--- src/rtl/light_result_monitor.sv ---
// Result monitor: captures classified separator results into a FIFO and
// keeps saturating per-class hit counters plus a backpressure stall counter.

module light_result_monitor_cnt #(
  parameter int W = 16
) (
  input  logic         clk,
  input  logic         rst,
  input  logic         clr_i,
  input  logic         inc_i,
  output logic [W-1:0] cnt_o
);
  logic [W-1:0] cnt_q;

  always_ff @(posedge clk or negedge rst) begin
    if (!rst)                       cnt_q <= '0;
    else if (clr_i)                 cnt_q <= '0;
    else if (inc_i && cnt_q != '1)  cnt_q <= cnt_q + 1'b1;
  end

  assign cnt_o = cnt_q;
endmodule

module light_result_monitor #(
  parameter int DATA_W  = 8,
  parameter int CLASS_W = 2,
  parameter int DEPTH   = 8,
  parameter int CNT_W   = 16,
  localparam int NCLASS = 2**CLASS_W,
  localparam int PTR_W  = $clog2(DEPTH),
  localparam int LVL_W  = PTR_W + 1
) (
  input  logic               clk,
  input  logic               rst,
  input  logic               out_valid,
  input  logic [CLASS_W-1:0] out_class,
  input  logic [DATA_W-1:0]  out_data,
  output logic               out_ready,
  input  logic               rd_req,
  output logic               rd_valid,
  output logic [CLASS_W-1:0] rd_class,
  output logic [DATA_W-1:0]  rd_data,
  output logic               rd_err,
  output logic [LVL_W-1:0]   level,
  input  logic [CLASS_W-1:0] cnt_sel,
  output logic [CNT_W-1:0]   cnt_value,
  output logic [CNT_W-1:0]   stall_cnt,
  input  logic               clr
);
  typedef struct packed {
    logic [CLASS_W-1:0] cls;
    logic [DATA_W-1:0]  data;
  } entry_t;

  entry_t                         mem_q [DEPTH];
  logic   [PTR_W-1:0]             wr_ptr_q, rd_ptr_q;
  logic   [LVL_W-1:0]             level_q, level_d;
  logic                           rd_valid_q, rd_err_q;
  entry_t                         rd_ent_q;
  logic   [NCLASS-1:0][CNT_W-1:0] cls_cnt;
  logic                           accept, pop, empty;

  // Ready comes only from registered occupancy, so a pop at full cannot
  // open a write slot in the same cycle.
  assign out_ready = (level_q != LVL_W'(DEPTH));
  assign empty     = (level_q == '0);
  assign accept    = out_valid & out_ready;
  assign pop       = rd_req & ~empty;

  always_comb begin
    level_d = level_q;
    case ({accept, pop})
      2'b10:   level_d = level_q + 1'b1;
      2'b01:   level_d = level_q - 1'b1;
      default: level_d = level_q;
    endcase
  end

  always_ff @(posedge clk) begin
    if (accept) mem_q[wr_ptr_q] <= '{cls: out_class, data: out_data};
  end

  always_ff @(posedge clk or negedge rst) begin
    if (!rst) begin
      wr_ptr_q   <= '0;
      rd_ptr_q   <= '0;
      level_q    <= '0;
      rd_valid_q <= 1'b0;
      rd_err_q   <= 1'b0;
      rd_ent_q   <= '0;
    end else begin
      level_q    <= level_d;
      rd_valid_q <= pop;
      rd_err_q   <= rd_req & empty;
      if (accept) wr_ptr_q <= wr_ptr_q + 1'b1;
      if (pop) begin
        rd_ptr_q <= rd_ptr_q + 1'b1;
        rd_ent_q <= mem_q[rd_ptr_q];
      end
    end
  end

  for (genvar c = 0; c < NCLASS; c++) begin : g_cls
    light_result_monitor_cnt #(.W(CNT_W)) u_cnt (
      .clk   (clk),
      .rst   (rst),
      .clr_i (clr),
      .inc_i (accept && out_class == CLASS_W'(c)),
      .cnt_o (cls_cnt[c])
    );
  end

  light_result_monitor_cnt #(.W(CNT_W)) u_stall (
    .clk   (clk),
    .rst   (rst),
    .clr_i (clr),
    .inc_i (out_valid & ~out_ready),
    .cnt_o (stall_cnt)
  );

  assign cnt_value = cls_cnt[cnt_sel];
  assign level     = level_q;
  assign rd_valid  = rd_valid_q;
  assign rd_err    = rd_err_q;
  assign rd_class  = rd_ent_q.cls;
  assign rd_data   = rd_ent_q.data;
endmodule

--- config.mk ---
export PLATFORM = sky130hd
export DESIGN_NAME = light_result_monitor
export DESIGN_NICKNAME = d
export VERILOG_FILES = /design/src/rtl/light_result_monitor.sv
export SDC_FILE = /design/constraint.sdc
export NUM_CORES = 1
export LEC_CHECK = 0
export BUFFER_PORTS_ARGS = -buffer_cell sky130_fd_sc_hd__buf_2
export CORE_ASPECT_RATIO = 0.75
export CORE_MARGIN = 1.5
export CORE_UTILIZATION = 50
export CTS_CLUSTER_DIAMETER = 120
export DETAILED_ROUTE_END_ITERATION = 16
export PLACE_DENSITY_LB_ADDON = 0.08
export SYNTH_ARGS = -nofsm -noshare
export SYNTH_HDL_FRONTEND = slang
export SYNTH_SLANG_ARGS = --single-unit
export TNS_END_PERCENT = 1
--- constraint.sdc ---
create_clock -name clk -period 5.05 [get_ports clk]
set_input_delay 0.505 -clock clk [delete_from_list [all_inputs] [get_ports clk]]
set_output_delay 0.505 -clock clk [all_outputs]
set_load 0.005 [all_outputs]
### Word level (Yosys, flattened, before mapping)

Memories as Yosys holds them, arrays and structs flattened. A register that Yosys moved wholly into a read port is not among the register bits.
Index checks and enable logic that the tools add are counted.
Widths: inputs -> output; s select.

| storage, ports and cells | value |
|---|---|
| register bits | 92 |
| RAM bits | 80 |
| input port bits | 17 |
| output and inout bits | 49 |
| word-level logic and storage cells | 71 |
| memories | 1 |

| cells by class | value |
|---|---|
| bitwise gates (word level) | 6 |
| reductions and logical operators | 18 |
| equal/unequal tests | 11 |
| magnitude comparators | 1 |
| add/subtract/negate cells | 9 |
| mux-type cells | 15 |

Memory list:

| name | depth | width | read ports | clocked after Yosys merged registers in | wr ports | line | RTL |
|---|---|---|---|---|---|---|---|
| mem_q | 8 | 10 | 1 | 1 | 1 | 55 | `entry_t mem_q [DEPTH];` |

Operators by type and width:

| cell | number |
|---|---|
| $mux 16 | 11 |
| $add 16x1->16 const B | 5 |
| $ne 16x16->1 const B | 5 |
| $bmux 16 s2 | 1 |
| $reduce_bool 2->1 | 6 |
| $logic_and 1x1->1 | 9 |
| $pmux 4 s2 | 1 |
| $add 3x1->3 const B | 2 |
| $eq 2x2->1 const B | 3 |
| $add 4x1->4 const B | 1 |
| $and 1x1->1 | 4 |
| $eq 2x1->1 const B | 2 |
| $logic_not 4->1 | 1 |
| $ne 4x4->1 const B | 1 |
| $sub 4x1->4 const B | 1 |
| $lt 2x3->1 const B | 1 |
| $logic_not 2->1 | 1 |
| $mux 1 | 2 |
| $not 1->1 | 2 |
| $logic_not 1->1 | 1 |

### Depth between registers and ports, before layout

| logic depth | value |
|---|---|
| word-level depth | 6 |
| mapped depth | 11 |

### By module

From an unflattened synthesis, not the netlist that was laid out.

| unflattened totals | value |
|---|---|
| cell total of the unflattened synthesis | 761 |
| area total of the unflattened synthesis | 9238.9 µm² |

Modules (own cells, without submodules):

| module | sequential area each (µm²) | times used | area an instance (µm²) | cells each |
|---|---|---|---|---|
| light_result_monitor_cnt | 400.4 | 5 | 942.2 | 98 |
| light_result_monitor | 2952.8 | 1 | 4528.1 | 271 |

### Worst setup path after synthesis

OpenSTA, ideal clock, no wires.

| timing path | value |
|---|---|
| path kind | flip-flop to flip-flop |
| from | reg level_q[1], in the netlist level[1] |
| to | reg level_q[2], in the netlist level[2] |
| arrival time | 2.415 ns |
| library setup time | 0.131 ns |
| setup slack | 2.504 ns |
| cell stages (with the launch flop) | 12 |
| clock period less this slack | 2.546 ns |
| data required time | 4.919 ns |
| buffers on the path | 1 |
| cell sequence | dfrtp_1 buf_6 or3_4 o21ai_0 inv_1 ha_1 xor2_1 ha_1 a21oi_1 xor2_1 nor2_1 xor2_1 |

| between the ends | value |
|---|---|
| word-level cells in the longest chain between the ends | 5 |
| elaborated cells on any way between the ends | 11 |

Ends and longest elaborated chain:

| element | line | RTL |
|---|---|---|
| start, declared | 57 | `logic [LVL_W-1:0] level_q, level_d;` |
| start signal, assigned | 92 | `level_q <= level_d;` |
| $logic_not 4->1 * | 66 | `assign empty = (level_q == '0);` |
| $not 1->1 * | 68 | `assign pop = rd_req & ~empty;` |
| $and 1x1->1 * | 68 |  |
| via pop | 61 | `logic accept, pop, empty;` |
| $eq 2x1->1 / $eq 2x2->1 (equally long branches) | 72 | `case ({accept, pop})` |
| $pmux 4 s2 / $reduce_bool 2->1 (equally long branches) | - |  |

The timed path passes the listed nets; every way through them passes the cells marked *.
A chain may end at the register's enable or synchronous reset.

### Final worst setup path

| timing path | value |
|---|---|
| from | reg level_q[2], in the netlist level[2] |
| to | reg level_q[2], in the netlist level[2] |

| between the ends | value |
|---|---|
| word-level cells in the longest chain between the ends | 5 |
| elaborated cells on any way between the ends | 11 |

Ends and longest elaborated chain:

| element | line |
|---|---|
| $logic_not 4->1 | 66 |
| $not 1->1 | 68 |
| $and 1x1->1 | 68 |
| $eq 2x1->1 / $eq 2x2->1 (equally long branches) | 72 |
| $pmux 4 s2 / $reduce_bool 2->1 (equally long branches) | - |

Parallel ways exist; a longest one is shown, timed or not.

==> impl_metrics.csv <==
group,metric,value,unit
status,status,"finished clean",
drt,first_pass_iters,5,
cells_and_area,fillerInstances,1386,
cells_and_area,design_area,9906,um^2
grt,grt_pass1_wl,31540,um
timing,fin_crit_sh,60.36,%
synthesis,synth.distinct_cells,51,
worst_setup_path,arrival,3350,ps
clocking,worstSkewPairLatency,430,ps
worst_setup_path,cp.buffers_inverters,1,
clocking,cts_resized,0,
synthesis,synth_ff_type,"dfrtp_1",
worst_setup_path,end_kind,"register",
worst_setup_path,path_class,"register to register",
worst_setup_path,cp_common_cell,"xor2_1",
placed_design,io_buffers,65,
grt,grt_max_degree,59,
grt,grt_usage,22.48,%
job,cap_violations,0,
timing,setup_slack,2002,ps
clocking,h-tree-depth,4,
pwr,p_leak,0.003735,uW
timing,slew_headroom,29.24,%
synthesis,syn_inst,695,
clocking,cts_sinks,182,
floorplanning,die_y,117.5,um
clocking,post_cts_buffers,0,
drt,vias,5849,
placed_design,place_hpwl,13350,um
timing,tightest_slew,1053,ps
worst_setup_path,worstPathCellList,"nor4b_2, inv_2, nand2_1, ha_1, xor2_1, ha_1, a21oi_1, xor2_1, nor2_1, xor2_1",
cells_and_area,drive_gt1_share,20.91,%
drt,dr.first_iter.drc_count,425,
placed_design,post_dp_cell_area,9315,um^2
timing,whs,148.2,ps
synthesis,postSynthAreaPerCell,12.58,um^2
floorplanning,ios,66,
clocking,cts_made_buffers,17,
timing,maxSlewViolCount,0,
cells_and_area,fin_nets,784,
synthesis,synth_nets,722,
pwr,cellPowerDensity,404.3,nW/um^2
min_path,min_path_type,"input pin to asynchronous set/reset pin",
clocking,path_clk_slew,70,ps
synthesis,yosysWarnings,0,
floorplanning,die-area,18300,um^2
placed_design,dp_slack,2006,ps
timing,hold_viol,0,
cells_and_area,n_antenna_cell,0,
grt,grt.overflow.total,0,
floorplanning,rows,41,
cells_and_area,seq_area,4955,um^2
clocking,cts_buffer_depth,2,
synthesis,synth_area,8746,um^2
worst_setup_path,crit_path_max_fanout,12,
grt,first_global_vias,5673,
floorplanning,start_util,51.51,%
synthesis,async_reset_ff_share,56.04,%
grt,antenna_found_initial,0,
floorplanning,dieWidth,155.7,um
synthesis,synth-edff-count,80,
timing,rsz0062_at_grt,"no",
placed_design,place.gp.congestion,0.8862,
cells_and_area,multi_input_area,3617,um^2
clocking,cts-root-buf,"clkbuf_16",
pwr,vdd_drop_max,0.0002162,V
timing,max_freq,0.3281,GHz
synthesis,ys_seq_elements,182,
drt,via_per_inst,5.814,
cells_and_area,area_growth,13.26,%
floorplanning,coreArea,16980,um^2
timing,skew,8.908,ps
worst_setup_path,crit_family,"simple AND/OR/NAND/NOR gates",
worst_setup_path,worst_path_largest_cell_delay,580,ps
timing,fin_crit,3048,ps
drt,wl,19570,um
cells_and_area,fin_util,58.34,%
drt,ant_nets,0,
clocking,cts_tree,"built",
cells_and_area,final_common_cell,"dfrtp_1",
worst_setup_path,critical-path-slowest-cell,"nor4b_2",
timing,setup_viol,0,
worst_setup_path,required,5350,ps
drt,wl_per_cell,19.45,um
cells_and_area,final_cell_mix,"dfrtp_1 (102), edfxtp_1 (80), nor2_1 (77)",
drt,drc,0,
synthesis,ys_seq_area_share,56.65,%
worst_setup_path,critPathLaunchType,"register",
clocking,cts_hold_buf,0,
timing,setup_tns,0,ps
==> where the power goes <==
group	internal (uW)	leakage (uW)	switching [uW]
clock	749	0.000277	582
sequential	1740	0.00211	182
combinational	388	0.00135	368
==> layout make-up <==
| cell class | instances | area share (%) |
|---|---|---|
| Multi-Input combinational cell | 472 | 36.52 |
| Tap cell | 236 | 2.981 |
| Clock buffer | 19 | 4.471 |
| Clock inverter | 13 | 1.490 |
| Sequential cell | 182 | 50.02 |
| Timing Repair Buffer | 78 | 4.295 |
| Inverter | 6 | 0.2274 |
==> cell families after synthesis <==
| logic type | count (synthesis) | synth area share [%] |
|---|---|---|
| AOI/OAI and AO/OA | 59 | 4.006 |
| xor gates and xnor gates | 69 | 6.910 |
| adders and majority gates | 10 | 1.431 |
| buffers and inverters | 41 | 2.203 |
| DFF | 182 | 56.65 |
| muxes | 54 | 11.37 |
| and+or+nand+nor | 280 | 17.42 |
==> metal layers <==
metal	routed length, um	GRT usage, %
met1	9595	34.01
met2	8821	33.15
met3	882	5.044
met4	269	5.417
met5	0	0
==> flip-flops by register name (all words and copies together), names as in the netlist <==
register           flops
mem_q                 80
g_cls.u_cnt.cnt_o     64
u_stall.cnt_o         16
rd_data                8
level                  4
rd_ptr_q               3
wr_ptr_q               3
rd_class               2
rd_err                 1
rd_valid               1
==> final timing paths <==
check / startpoint / end / slack (ps) / cells after the start
max: level[2] / level[2] / 2000 / 10
min: rst / u_stall.cnt_o[15] / 150 / 1
max reg2reg: level[2] / level[2] / 2000 / 10
min reg2reg: rd_data[0] / rd_data[0] / 480 / 2
max in group asynchronous: rst / g_cls[1].u_cnt.cnt_o[8] / 3790 / 2
min in group clk: rd_req / rd_err / 340 / 2
==> Yosys cell counts, types with 5 or more instances <==
| cell type | n | area (um^2) |
|---|---|---|
| a211oi_1 | 8 | 60.06 |
| a21oi_1 | 16 | 80.08 |
| and3_1 | 8 | 50.05 |
| and4_1 | 8 | 70.07 |
| buf_2 | 5 | 25.02 |
| clkbuf_1 | 23 | 86.33 |
| dfrtp_1 | 102 | 2552 |
| edfxtp_1 | 80 | 2402 |
| ha_1 | 10 | 125.1 |
| inv_1 | 5 | 18.77 |
| mux2i_1 | 15 | 150.1 |
| mux4_2 | 36 | 810.8 |
| nand2_1 | 50 | 187.7 |
| nand3_1 | 21 | 105.1 |
| nand4_1 | 32 | 200.2 |
| nor2_1 | 77 | 289.0 |
| nor2b_1 | 6 | 37.54 |
| nor3_1 | 18 | 90.09 |
| nor3b_1 | 10 | 75.07 |
| nor4_1 | 9 | 56.30 |
| nor4b_1 | 6 | 52.55 |
| o21ai_0 | 24 | 120.1 |
| or3_1 | 10 | 62.56 |
| or4_1 | 5 | 37.54 |
| xnor2_1 | 56 | 490.5 |
| xor2_1 | 13 | 113.9 |
==> metrics by stage <==
stage               std cells  power [uW]
finish                   1006        4004
global route             1006        4194
CTS                      1006        4042
detailed placement        974        2718
global placement          974        2692
floorplan                 695        2443
(Power assumes the default switching activity.)
